**src/rtl/riscv_pkg.sv**
```systemverilog
// Shared RV32I front-end types: canonical NOP, fetch FSM states and fetch-buffer entry layout.
package riscv_pkg;

    localparam logic [31:0] RV_NOP = 32'h0000_0013;  // addi x0, x0, 0

    typedef enum logic [1:0] {
        IDLE = 2'd0,
        WAIT = 2'd1,
        DROP = 2'd2
    } if_state_e;

    typedef struct packed {
        logic [31:0] pc;
        logic [31:0] instr;
    } if_entry_t;

endpackage

```
**src/rtl/if_fetch_buf.sv**
```systemverilog
// Fetch buffer: power-of-two FIFO of {pc, instr} entries with flush; the head is visible combinationally.
module if_fetch_buf
    import riscv_pkg::*;
#(
    parameter int unsigned DEPTH = 2,
    parameter int unsigned CW    = $clog2(DEPTH) + 1
) (
    input  logic          clk_i,
    input  logic          rst_ni,
    input  logic          push_i,
    input  if_entry_t     push_data_i,
    input  logic          pop_i,
    input  logic          flush_i,
    output logic [CW-1:0] count_o,
    output logic          full_o,
    output if_entry_t     head_o
);

    localparam int unsigned AW = $clog2(DEPTH);

    if_entry_t     mem_q [DEPTH];
    logic [AW-1:0] wr_ptr_q;
    logic [AW-1:0] rd_ptr_q;
    logic [CW-1:0] count_q;

    always_ff @(posedge clk_i or negedge rst_ni) begin
        if (!rst_ni) begin
            wr_ptr_q <= '0;
            rd_ptr_q <= '0;
            count_q  <= '0;
        end else if (flush_i) begin
            wr_ptr_q <= '0;
            rd_ptr_q <= '0;
            count_q  <= '0;
        end else begin
            if (push_i) wr_ptr_q <= wr_ptr_q + 1'b1;
            if (pop_i)  rd_ptr_q <= rd_ptr_q + 1'b1;
            case ({push_i, pop_i})
                2'b10:   count_q <= count_q + 1'b1;
                2'b01:   count_q <= count_q - 1'b1;
                default: count_q <= count_q;
            endcase
        end
    end

    // NOTE: storage is deliberately not reset; count_q alone says which entries are meaningful.
    always_ff @(posedge clk_i) begin
        if (push_i && !flush_i) mem_q[wr_ptr_q] <= push_data_i;
    end

    assign count_o = count_q;
    assign full_o  = (count_q == CW'(DEPTH));
    assign head_o  = mem_q[rd_ptr_q];

endmodule

```
**src/rtl/if_stage.sv**
```systemverilog
// RV32I instruction-fetch stage: PC, single-outstanding imem fetch FSM, fetch buffer and EX redirect.
// Optional build macro IF_MISALIGN_TRAP_EN adds if_misalign_o and traps misaligned redirect targets.
module if_stage
    import riscv_pkg::*;
#(
    parameter logic [31:0] RESET_PC  = 32'h0000_0000,
    parameter int unsigned BUF_DEPTH = 2
) (
    input  logic        clk_i,
    input  logic        rst_ni,
    input  logic        br_sel_i,
    input  logic [31:0] br_target_i,
    input  logic        stall_i,
    output logic        imem_req_o,
    output logic [31:0] imem_addr_o,
    input  logic        imem_gnt_i,
    input  logic        imem_rvalid_i,
    input  logic [31:0] imem_rdata_i,
`ifdef IF_MISALIGN_TRAP_EN
    output logic        if_misalign_o,
`endif
    output logic        if_valid_o,
    output logic [31:0] if_instr_o,
    output logic [31:0] if_pc_o
);

    localparam int unsigned CW = $clog2(BUF_DEPTH) + 1;

    if_state_e     state_q, state_d;
    logic [31:0]   pc_q;
    logic [31:0]   req_pc_q;
    logic [31:0]   redirect_pc;
    logic [CW-1:0] buf_count;
    logic          buf_full;
    logic          buf_push;
    logic          buf_pop;
    logic          head_valid;
    logic          fetch_hold;
    logic          fetch_fire;
    if_entry_t     buf_head;
    if_entry_t     push_entry;

`ifdef IF_MISALIGN_TRAP_EN
    logic misalign_q;

    always_ff @(posedge clk_i or negedge rst_ni) begin
        if (!rst_ni)       misalign_q <= 1'b0;
        else if (br_sel_i) misalign_q <= |br_target_i[1:0];
    end

    assign fetch_hold  = misalign_q;
    assign redirect_pc = br_target_i;
`else
    assign fetch_hold  = 1'b0;
    assign redirect_pc = br_target_i & ~32'h3;
`endif

    assign head_valid = (buf_count != '0);
    assign buf_pop    = head_valid && !stall_i && !br_sel_i;
    assign fetch_fire = (state_q == IDLE) && imem_req_o && imem_gnt_i;
    assign push_entry = '{pc: req_pc_q, instr: imem_rdata_i};

    // NOTE: every output of this block gets a default first, so no path can infer a latch.
    always_comb begin
        state_d    = state_q;
        imem_req_o = 1'b0;
        buf_push   = 1'b0;
        case (state_q)
            IDLE: begin
                // rst_ni gating keeps the request low while reset is held, not only after it.
                imem_req_o = rst_ni && !br_sel_i && !fetch_hold && (!buf_full || buf_pop);
                if (br_sel_i) begin
                    if (imem_gnt_i) state_d = DROP;
                end else if (imem_req_o && imem_gnt_i) begin
                    state_d = WAIT;
                end
            end
            WAIT: begin
                if (imem_rvalid_i) begin
                    buf_push = !br_sel_i;
                    state_d  = IDLE;
                end else if (br_sel_i) begin
                    state_d = DROP;
                end
            end
            DROP: begin
                if (imem_rvalid_i) state_d = IDLE;
            end
            default: state_d = IDLE;
        endcase
    end

    always_ff @(posedge clk_i or negedge rst_ni) begin
        if (!rst_ni) begin
            state_q  <= IDLE;
            pc_q     <= RESET_PC;
            req_pc_q <= RESET_PC;
        end else begin
            state_q <= state_d;
            if (br_sel_i) begin
                pc_q <= redirect_pc;
            end else if (fetch_fire) begin
                req_pc_q <= pc_q;
                pc_q     <= pc_q + 32'd4;
            end
        end
    end

    assign imem_addr_o = pc_q;

    if_fetch_buf #(
        .DEPTH (BUF_DEPTH),
        .CW    (CW)
    ) u_fetch_buf (
        .clk_i       (clk_i),
        .rst_ni      (rst_ni),
        .push_i      (buf_push),
        .push_data_i (push_entry),
        .pop_i       (buf_pop),
        .flush_i     (br_sel_i),
        .count_o     (buf_count),
        .full_o      (buf_full),
        .head_o      (buf_head)
    );

    always_comb begin
        if_valid_o = head_valid;
        if_instr_o = head_valid ? buf_head.instr : RV_NOP;
        if_pc_o    = head_valid ? buf_head.pc : 32'h0;
`ifdef IF_MISALIGN_TRAP_EN
        // A trapped target is presented as a NOP at that PC until the next redirect.
        if (misalign_q) begin
            if_valid_o = 1'b1;
            if_instr_o = RV_NOP;
            if_pc_o    = pc_q;
        end
        if_misalign_o = misalign_q;
`endif
    end

endmodule

```
**config.mk**
```make
export PLATFORM = sky130hd
export DESIGN_NAME = if_stage
export DESIGN_NICKNAME = d
export VERILOG_FILES = /design/src/rtl/riscv_pkg.sv /design/src/rtl/if_fetch_buf.sv /design/src/rtl/if_stage.sv
export SDC_FILE = /design/constraint.sdc
export NUM_CORES = 1
export LEC_CHECK = 0
export ABC_AREA = 1
export BUFFER_PORTS_ARGS = -buffer_cell sky130_fd_sc_hd__buf_2
export CAP_MARGIN = 40
export CELL_PAD_IN_SITES_DETAIL_PLACEMENT = 0
export CELL_PAD_IN_SITES_GLOBAL_PLACEMENT = 2
export CORE_AREA = 2 2 172 174
export CTS_CLUSTER_DIAMETER = 100
export DETAILED_ROUTE_END_ITERATION = 6
export DIE_AREA = 0 0 174 176
export MAX_ROUTING_LAYER = met4
export PLACE_DENSITY = 0.74
export SLEW_MARGIN = 20
export SYNTH_ARGS = -nofsm -noshare
export SYNTH_HDL_FRONTEND = slang
export SYNTH_HIERARCHICAL = 1
export SYNTH_SLANG_ARGS = --single-unit
```
**constraint.sdc**
```tcl
create_clock -name clk_i -period 4 [get_ports clk_i]
set_input_delay 0.2 -clock clk_i [delete_from_list [all_inputs] [get_ports clk_i]]
set_output_delay 0.2 -clock clk_i [all_outputs]
set_load 0.02 [all_outputs]
```
==> flow_metrics.env <==
export IMPL_status="completed"
export IMPL_grt_pass1_wl_microns=34680
export IMPL_clk_latency_ns=0.42
export IMPL_std_cell_rows=62
export IMPL_synth_top_cell_by_area="edfxtp_1"
export IMPL_cp_num_buf_inv=4
export IMPL_finalHoldViolCount=0
export IMPL_yosys_warnings=6
export IMPL_ys_top_cells_by_area="edfxtp_1 42%, dfrtp_1 18%, nand2_1 7.8%, mux2_4 6.2%, nor2_1 4.9%"
export IMPL_via_per_inst=4.330
export IMPL_fin_cells=1462
export IMPL_critPathLaunchType="register"
export IMPL_area_delta_synth_final_pct=24.91
export IMPL_dieArea_sq_mm=0.03062
export IMPL_crit_path_cell_trace="buf_16 > buf_4 > mux2_4 > inv_1 > nor2_1 > buf_2"
export IMPL_pwr_density_cell_mw_per_mm2=542.1
export IMPL_cp_top_family="buffers and inverters"
export IMPL_cts_made_buffers=17
export IMPL_routabilityCongestion=0.7924
export IMPL_holdWs_ns=0.01826
export IMPL_ctsResizeCount=0
export IMPL_wl_per_cell_microns=15.02
export IMPL_synthSimpleGateAreaFrac=0.1786
export IMPL_leakage_nw=5.058
export IMPL_cts_tree="built"
export IMPL_antenna_found_initial=0
export IMPL_syn_area_per_cell_sq_um=10.58
export IMPL_ys_seq_area_frac=0.6019
export IMPL_grt_pass1_vias=6246
export IMPL_synth_edff_count=128
export IMPL_postCtsSetupBuffers=0
export IMPL_worstMarginPinSlew_ns=0.5241
export IMPL_cpMaxStageDelayCell="dfrtp_4"
export IMPL_setup_viol=0
export IMPL_synth_xor_area_frac=0.004796
export IMPL_drt_wl_total_microns=21950
export IMPL_dp_cells=1395
export IMPL_grt_use_met1=0.2112
export IMPL_antenna_cells=0
export IMPL_synthMuxAreaShare=0.09456
export IMPL_io_pins=168
export IMPL_crit_fanout=41
export IMPL_htreeDepth=4
export IMPL_overflow=0
export IMPL_hold_path_class="in2reg"
export IMPL_synth_top_family_by_area="simple AND/OR/NAND/NOR gates"
export IMPL_synth_compound_area_share=0.04605
export IMPL_slew_violations=0
export IMPL_coreArea_sq_mm=0.02855
export IMPL_dieWidth_microns=174
export IMPL_endpoint_kind="output port"
export IMPL_vias=6331
export IMPL_ir_drop_mv=0.3150
export IMPL_antenna_left=0
export IMPL_cp_required_ns=3.80
export IMPL_fin_nets=1136
export IMPL_worstPathArrival_ns=2.19
export IMPL_fmax_ghz=0.4179
export IMPL_fill_cells=2856
export IMPL_root_buffer="clkbuf_16"
export IMPL_drtPass1Iterations=5
export IMPL_slowest_delay_ns=0.59
export IMPL_cts_sinks=194
export IMPL_grt_use_met2=0.2317
export IMPL_dpl_hpwl_microns=15440
export IMPL_post_route_period_util=0.5982
export IMPL_met3_usage=0.02283
export IMPL_max_cap_violations=0
export IMPL_synthAdderAreaFrac=0.001370
export IMPL_fin_crit_ns=2.393
export IMPL_portBuffers=163
export IMPL_synth_ff_type="edfxtp_1"
export IMPL_finClkSkew_ns=0.01391
export IMPL_final_layout_size_suffix_gt1_frac=0.2820
export IMPL_grt_usage=0.1500
export IMPL_grt_busiest_layer="met2"
export IMPL_synth_area_sq_mm=0.009130
export IMPL_synth_distinct_cells=38
export IMPL_ys_ff_latch=194
export IMPL_setup_tns_ns=0
export IMPL_synth_top_area_frac=0.4210
export IMPL_path_clk_slew_ns=0.07
export IMPL_die_y_microns=176
export IMPL_ctsLongestPathBuffers=2
export IMPL_drt_initial_drc_count=323
export IMPL_initial_utilization=0.3198
export IMPL_synth_cells=863
export IMPL_drc_errors=0
export IMPL_grt_max_degree=54
export IMPL_grt_setup_unrepaired="false"
export IMPL_async_flop_share=0.3402
export IMPL_slew_headroom=0.6499
export IMPL_criticalPathCategory="reg2out"
[logic make-up (layout without fill, tap and decap cells)]
kind of cell             count (synthesis)  in the layout
AND/OR/NAND/NOR                        384            384
flip-flops                             194            194
buffers and inverters                  143            353
AO/OA/AOI/OAI                           71             71
multiplexers                            64             64
XOR/XNOR                                 5              5
adder cells (fa/ha/maj)                  1              1
other                                    1              6
[sequential cells by signal (all words and copies together), names as in the netlist]
name / cells
u_fetch_buf/mem_q: 128
u_fetch_buf/rd_ptr_q: 1
state_q: 2
req_pc_q: 30
u_fetch_buf/wr_ptr_q: 1
imem_addr_o: 30
u_fetch_buf/count_o: 2
[cell type report]
| cell class | instances | area, sq um | share of cell area |
|---|---|---|---|
| clock buffer | 20 | 436.7 | 0.03829 |
| clock inverter | 12 | 202.7 | 0.01777 |
| inverter | 111 | 416.7 | 0.03653 |
| multi-input combinational | 531 | 3008 | 0.2637 |
| sequential | 194 | 5499 | 0.4822 |
| tap | 384 | 480.5 | 0.04213 |
| timing repair buffer | 210 | 1361 | 0.1194 |
[layer usage]
layer  wire length (microns)  up-vias
met1                   11190     2973
met2                    9961      145
met5                       0        -
met3                     714        6
met4                      87        0
li1                        -     3207
[cell usage in the layout (no fill, tap or decap), types with 7 or more instances in the layout]
master           n
edfxtp_1       128
mux2_2          26
a21oi_1          7
nor2_1         117
clkbuf_16       17
buf_2          163
o21ai_1         15
nand2_1        189
mux2_4          38
o21ai_0         26
dlygate4sd3_1   35
nor2_4           7
dfrtp_1         65
inv_1          105
nand3_1         42
o21bai_1         9
[per-stage QoR]
step	worst slack (ns)	total power, mW	instance area, sq um	utilization
after floorplan	-0.07970	3.749	9149	-
after CTS	1.514	6.275	11400	0.3995
final	1.607	6.182	11400	0.3995
after global placement	1.671	4.305	10260	0.3596
after global routing	1.446	6.539	11400	0.3995
after detailed placement	1.714	4.366	10420	0.3648
[repair_timing]
action,CTS,global route
hold buffers,35,0
setup endpoints to repair,0,0
endpoints found under the hold margin,87,0
[Yosys cell counts (2+ instances only)]
master	count
nand3_1	42
o21bai_1	9
o21ai_2	5
mux2_2	26
nand2_2	4
edfxtp_1	128
o21ai_0	26
a21oi_1	7
dfrtp_1	66
inv_2	6
clkbuf_1	9
nand2_1	189
mux2_4	38
or2_2	3
nand2_4	2
inv_1	105
buf_4	3
o211ai_1	5
buf_6	14
nor2_4	5
nand4_1	6
buf_2	6
nor3_1	2
nor2_1	119
nand3b_1	3
o21ai_1	15
xor2_1	4
nor2_2	5
a21oi_2	2
[power breakdown]
group	total [mW]	internal (mW)	switching [mW]
clock network	1.86	1.12	0.740
registers	2.71	2.45	0.267
logic	1.61	0.578	1.03
[path summary, 6_finish.rpt]
| path | start | end | slack, ns | cells past startpoint |
|---|---|---|---|---|
| max reg2reg | state_q[0] | imem_addr_o[23] | 1.78 | 8 |
| min reg2reg | req_pc_q[4] | u_fetch_buf/mem_q[1][36] | 0.47 | 0 |
| max | u_fetch_buf/rd_ptr_q | if_pc_o[6] | 1.61 | 6 |
| min | br_target_i[30] | imem_addr_o[30] | 0.02 | 3 |
| max in group asynchronous | rst_ni | req_pc_q[9] | 3.04 | 4 |
| min in group asynchronous | rst_ni | imem_addr_o[14] | 0.42 | 3 |
[worst reg2reg max path: cells and delay by family, from the launching register on]
family | cells | cell delay, ns
buf+inv | 2 | 0.32
flops | 1 | 0.40
simple gates | 6 | 1.40
Note: power is estimated with default switching activity, not from simulation.
